**src/rtl/uart_sender_if.sv**
```systemverilog
// uart_sender_if: byte-enqueue and serial-line bundle for uart_sender.
//   DATA  byte to enqueue (producer -> sender)
//   WR    enqueue strobe (producer -> sender)
//   FULL  transmit FIFO full (sender -> producer)
//   IDLE  nothing on the line and FIFO empty (sender -> producer)
//   TXD   registered 8N1 serial line, idle high (sender -> line)
interface uart_sender_if;
    logic [7:0] DATA;
    logic       WR;
    logic       FULL;
    logic       IDLE;
    logic       TXD;

    modport master (output DATA, WR, input FULL, IDLE, TXD);
    modport slave  (input DATA, WR, output FULL, IDLE, TXD);
endinterface

```
**src/rtl/uart_sender.sv**
```systemverilog
// uart_sender: 8N1 UART transmitter with a small transmit FIFO.
// Ports:
//   CLK  system clock, all state changes on its rising edge
//   RST  asynchronous active-high reset
//   bus  uart_sender_if.slave: DATA/WR enqueue side, FULL/IDLE status, TXD line
//
// state   | meaning
// S_IDLE  | line high, waiting for a queued byte
// S_START | driving the start bit (0)
// S_DATA  | driving data bits, LSB first
// S_STOP  | driving the stop bit (1)
module uart_sender #(
    parameter int CLKS_PER_BIT = 5000,
    parameter int FIFO_DEPTH   = 4
) (
    input  logic          CLK,
    input  logic          RST,
    uart_sender_if.slave  bus
);
    localparam int CNT_W = (CLKS_PER_BIT > 1) ? $clog2(CLKS_PER_BIT) : 1;
    localparam int PTR_W = $clog2(FIFO_DEPTH);
    localparam logic [CNT_W-1:0] BAUD_LAST  = CNT_W'(CLKS_PER_BIT - 1);
    localparam logic [PTR_W:0]   COUNT_FULL = (PTR_W + 1)'(FIFO_DEPTH);

    typedef enum logic [1:0] {S_IDLE, S_START, S_DATA, S_STOP} state_t;

    state_t           state, state_next;
    logic [CNT_W-1:0] baud_cnt;
    logic [2:0]       bit_idx, bit_idx_next;
    logic [7:0]       shift_reg, shift_next;
    logic             txd_q, txd_next;

    logic [7:0]       fifo_mem [FIFO_DEPTH];
    logic [PTR_W-1:0] wr_ptr, rd_ptr;
    logic [PTR_W:0]   count;

    logic full, fifo_empty, wr_acc, pop, bit_done;

    // FULL comes straight from the registered count, so a write at the
    // same edge as a pop from a full FIFO is still refused.
    assign full       = (count == COUNT_FULL);
    assign fifo_empty = (count == '0);
    assign wr_acc     = bus.WR && !full;
    assign bit_done   = (baud_cnt == BAUD_LAST);

    assign bus.FULL = full;
    assign bus.IDLE = (state == S_IDLE) && fifo_empty;
    assign bus.TXD  = txd_q;

    always_comb begin
        state_next   = state;
        bit_idx_next = bit_idx;
        shift_next   = shift_reg;
        txd_next     = txd_q;
        pop          = 1'b0;
        case (state)
            S_IDLE: begin
                txd_next = 1'b1;
                if (!fifo_empty) begin
                    pop        = 1'b1;
                    shift_next = fifo_mem[rd_ptr];
                    txd_next   = 1'b0;
                    state_next = S_START;
                end
            end
            S_START: begin
                if (bit_done) begin
                    state_next   = S_DATA;
                    bit_idx_next = 3'd0;
                    txd_next     = shift_reg[0];
                end
            end
            S_DATA: begin
                if (bit_done) begin
                    if (bit_idx == 3'd7) begin
                        state_next = S_STOP;
                        txd_next   = 1'b1;
                    end else begin
                        // Current bit always sits in shift_reg[0]; shift and
                        // present the next one.
                        bit_idx_next = bit_idx + 3'd1;
                        shift_next   = {1'b0, shift_reg[7:1]};
                        txd_next     = shift_reg[1];
                    end
                end
            end
            S_STOP: begin
                if (bit_done) begin
                    if (!fifo_empty) begin
                        // Back-to-back frame: no idle bit time between them.
                        pop        = 1'b1;
                        shift_next = fifo_mem[rd_ptr];
                        txd_next   = 1'b0;
                        state_next = S_START;
                    end else begin
                        txd_next   = 1'b1;
                        state_next = S_IDLE;
                    end
                end
            end
            default: begin
                state_next = S_IDLE;
                txd_next   = 1'b1;
            end
        endcase
    end

    always_ff @(posedge CLK or posedge RST) begin
        if (RST) begin
            state     <= S_IDLE;
            baud_cnt  <= '0;
            bit_idx   <= '0;
            shift_reg <= '0;
            txd_q     <= 1'b1;
        end else begin
            state     <= state_next;
            bit_idx   <= bit_idx_next;
            shift_reg <= shift_next;
            txd_q     <= txd_next;
            // Held at zero while idle, so a new frame always starts from 0;
            // every bit boundary coincides with the wrap.
            if (state == S_IDLE || bit_done) begin
                baud_cnt <= '0;
            end else begin
                baud_cnt <= baud_cnt + 1'b1;
            end
        end
    end

    always_ff @(posedge CLK or posedge RST) begin
        if (RST) begin
            wr_ptr <= '0;
            rd_ptr <= '0;
            count  <= '0;
        end else begin
            if (wr_acc) begin
                wr_ptr <= wr_ptr + 1'b1;
            end
            if (pop) begin
                rd_ptr <= rd_ptr + 1'b1;
            end
            case ({wr_acc, pop})
                2'b10:   count <= count + 1'b1;
                2'b01:   count <= count - 1'b1;
                default: count <= count;
            endcase
        end
    end

    always_ff @(posedge CLK) begin
        if (wr_acc) begin
            fifo_mem[wr_ptr] <= bus.DATA;
        end
    end
endmodule

```
**src/flat_wrapper.sv**
```systemverilog
// flat-port wrapper written by rule: the top's interface ports become plain ports
module uart_sender_flat 
#(
    parameter int CLKS_PER_BIT = 5000,
    parameter int FIFO_DEPTH   = 4
)
  (CLK, RST, bus_DATA, bus_WR, bus_FULL, bus_IDLE, bus_TXD);
  uart_sender_if bus_i ();
  input  logic CLK;
  input  logic RST;
  input wire logic [$bits(bus_i.DATA)-1:0] bus_DATA;
  input wire logic [$bits(bus_i.WR)-1:0] bus_WR;
  output wire logic [$bits(bus_i.FULL)-1:0] bus_FULL;
  output wire logic [$bits(bus_i.IDLE)-1:0] bus_IDLE;
  output wire logic [$bits(bus_i.TXD)-1:0] bus_TXD;
  assign bus_i.DATA = bus_DATA;
  assign bus_i.WR = bus_WR;
  assign bus_FULL = bus_i.FULL;
  assign bus_IDLE = bus_i.IDLE;
  assign bus_TXD = bus_i.TXD;
  uart_sender #(.CLKS_PER_BIT(CLKS_PER_BIT), .FIFO_DEPTH(FIFO_DEPTH)) u_core (.CLK(CLK), .RST(RST), .bus(bus_i));
endmodule
```
**config.mk**
```make
export PLATFORM = sky130hd
export DESIGN_NAME = uart_sender_flat
export DESIGN_NICKNAME = d
export VERILOG_FILES = /design/src/rtl/uart_sender_if.sv /design/src/rtl/uart_sender.sv /design/src/flat_wrapper.sv
export SDC_FILE = /design/constraint.sdc
export NUM_CORES = 1
export LEC_CHECK = 0
export ABC_AREA = 1
export BUFFER_PORTS_ARGS = -buffer_cell sky130_fd_sc_hd__buf_2
export CAP_MARGIN = 10
export CORE_AREA = 2 2 107 109
export DETAILED_ROUTE_END_ITERATION = 8
export DIE_AREA = 0 0 109 111
export PLACE_DENSITY_LB_ADDON = 0.3
export SLEW_MARGIN = 20
export SYNTH_ARGS = -nofsm -noshare
export SYNTH_HDL_FRONTEND = slang
export SYNTH_SLANG_ARGS = --single-unit
export TNS_END_PERCENT = 10
```
**constraint.sdc**
```tcl
create_clock -name CLK -period 2.5 [get_ports CLK]
set_clock_uncertainty 0.15 [all_clocks]
set_input_delay 0.25 -clock CLK [delete_from_list [all_inputs] [get_ports CLK]]
set_output_delay 0.25 -clock CLK [all_outputs]
set_load 0.02 [all_outputs]
```
==> results.md <==
* Syn Nets at 379
* Die width at 109 microns
* Dpl hpwl at 4304 microns
* Int Pwr at 2219 uW
* RSZ-0062 raised after global routing: no
* Switching share of power at 25.80%
* Static leakage at 0.001795 uW
* Drt drc at 0
* Status: complete, no violations
* Most frequent cells in the layout: 111 x nand2_1, 48 x nand3_1, 34 x inv_1
* Worst path required time at 2560 ps
* Hold crit path type: input pin to register
* Initial antenna violation count at 0
* Max-cap violation count at 0
* Gr ovfl total at 0
* Drt pass-1 iters at 4
* Setup violations, final at 0
* Final Max Tran Viols at 0
* Commonest non-fill, non-tap cell in the layout: nand2_1
* Critical-path cell list: ha_1 -> nand2_2 -> nor2_4 -> nand3_4 -> o21ai_4 -> ha_1 -> inv_1 -> fa_1 -> a21oi_1 -> o21ai_0 -> xor2_1
* Peak VDD IR at 0.4521 mV
* Max Buffers Root-to-Sink at 2
* Total Power at 2990 uW
* Final wirelength at 6443 microns
* NetSw at 771.5 uW
* CP max-delay cell: fa_1
* Cts bufs inserted at 9
* Sequential area share after synthesis at 55.99%
* CTS root buffer: clkbuf_16
* Clock power share at 42.0%
* DR WL/cell at 11.89 microns
* Setup TNS at 0 ps
* Rel. slew slack at 69.44%
* I/O Buffers at 13
* H-tree level count at 3
* Core area at 0.01108 sq mm
* Worst path bufs/invs at 1
* WS Path Type: register to register
* CP top delay family: adder cells
* Pwr dens at 754.6 mW/mm^2
* Hold Fails Final Rpt at 0
* Area Overhead vs Synth at 22.37%
* Critical Path AT at 2450 ps
* CTS tree: yes
* Final nets at 419
* Post-CTS Setup Inserts at 0
* Ports at 14
* Syn avg cell area at 9.147 sq um
* Overall Global Routing Usage at 11.69%
* Crit. End Element: register
* Fin crit period at 2398 ps
* Number of antenna cells inserted at 0
* Worst-margin pin slew at 458.5 ps
* Fmax at 0.4170 GHz
* Synthesized flop and latch total at 66
* Max FFs per register at 32
* Sequential share of power at 44.9%
* Combinational power share at 13.0%
* Clock Latency Late Sink at 330 ps
* Fill cell count at 1100
* Final ANT Viol Nets at 0
* Final Cycle Share at 95.93%
* Share of cells above drive strength 1 at 15.04%
* CTS sink cnt at 66
* Top cell by count, worst path: ha_1
* Post-Synthesis Cell Area at 0.003238 sq mm
* Core Rows at 39
* Crit Path Max Fanout at 3
* Die height at 111 microns
* Ys Warns at 0
* Via count at 2436
* Vias in the first global route at 2373
* Clk slew on worst S/H paths at 60 ps
* Gpl congestion at 0.7585
* Detailed Route Iter0 Violations at 145
* First-pass GRT wire length at 10960 microns
* Max stage delay on crit path at 430 ps
* Syn Inst Count at 354
* Largest net degree at the start of global routing at 35
* Netlist cell types at 31
* Vias/cell at 4.494
* Initial Util at 29.23%
* Die Area at 0.01210 sq mm
* Startpoint types: register
logic make-up after synthesis:
kind of cell | count (synthesis) | synth area share (%)
buffers and inverters | 46 | 5.680
AOI/OAI and AO/OA | 17 | 3.169
DFF | 66 | 55.99
xor gates and xnor gates | 5 | 1.352
adders and majority gates | 14 | 5.642
and+or+nand+nor | 206 | 28.17
cell usage after synthesis:
| cell | n | area (sq um) |
|---|---|---|
| dfrtp_1 | 33 | 825.8 |
| buf_2 | 3 | 15.01 |
| dfstp_2 | 1 | 26.28 |
| edfxtp_1 | 32 | 960.9 |
| a21oi_1 | 9 | 45.04 |
| or2_1 | 1 | 6.260 |
| o21ai_2 | 1 | 8.760 |
| nand2_1 | 112 | 420.4 |
| nor4_1 | 1 | 6.260 |
| buf_4 | 2 | 15.01 |
| nor3b_1 | 4 | 30.03 |
| nand3_1 | 48 | 240.2 |
| xnor2_1 | 1 | 8.760 |
| xor2_1 | 4 | 35.03 |
| nand2_2 | 1 | 6.260 |
| nor2_1 | 25 | 93.84 |
| nor2_2 | 2 | 12.51 |
| o21ai_4 | 1 | 16.27 |
| nand3_4 | 1 | 17.52 |
| nor3_1 | 4 | 20.02 |
| ha_1 | 13 | 162.7 |
| fa_1 | 1 | 20.02 |
| inv_1 | 37 | 138.9 |
| nand4_1 | 3 | 18.77 |
| clkbuf_1 | 1 | 3.750 |
| nand3b_1 | 1 | 7.510 |
| o21ai_0 | 5 | 25.02 |
| inv_2 | 3 | 11.26 |
| nand2_4 | 2 | 22.52 |
| nand3_2 | 1 | 10.01 |
| o21bai_1 | 1 | 7.510 |
what timing repair did:
action                                  in CTS  in global routing
hold buffers                                 8                  0
endpoints found under the setup margin       0                  1
hold endpoints to repair                    60                  0
gates resized for setup                      0                  7
power by group through the flow:
stage               registers, uW  clock network (uW)  logic [uW]
global route                 1360                1330         450
detailed placement           1360                   0         387
floorplan                    1350                   0         255
global placement             1360                   0         383
finish                       1340                1260         390
CTS                          1340                1280         399
final timing paths:
kind	from	to	slack, ps	cells past startpoint
max	u_core.baud_cnt[0]	u_core.count[2]	100	11
min	bus_DATA[3]	u_core.fifo_mem[0][3]	10	1
max reg2reg	u_core.baud_cnt[0]	u_core.count[2]	100	11
min reg2reg	u_core.baud_cnt[0]	u_core.baud_cnt[0]	310	1
max in group asynchronous	RST	u_core.bus.TXD	1430	4
min in group asynchronous	RST	u_core.baud_cnt[9]	430	4
layout make-up:
type | instances | area [sq um] | share of cell area, %
Clock buffer | 9 | 225.2 | 5.684
Clock inverter | 7 | 76.32 | 1.926
Inverter | 40 | 150.1 | 3.789
Multi-Input combinational cell | 242 | 1269 | 32.02
Sequential cell | 66 | 1813 | 45.75
Tap cell | 143 | 178.9 | 4.515
Timing Repair Buffer | 35 | 250.2 | 6.315
stage by stage:
step | hold WS, ps | setup slack, ps | area [sq um] | util, % | std cells
CTS | 4.206 | 28.72 | 3935 | 35.52 | 542
detailed placement | 249.2 | 26.97 | 3553 | 32.08 | 518
global placement | 242.3 | 61.19 | 3553 | 32.08 | 518
global route | 1.349 | 12.94 | 3963 | 35.77 | 542
floorplan | 198.9 | 55.80 | 3238 | - | 354
finish | 10.35 | 101.9 | 3963 | 35.77 | 542
metal layers:
layer / global-route usage, % / share of wire (%)
met1: 13.97 / 45
met2: 20.04 / 51
met3: 3.762 / 2.9
met4: 3.077 / 1.1
met5: 0 / 0
Note: power is estimated with default switching activity, not from simulation.
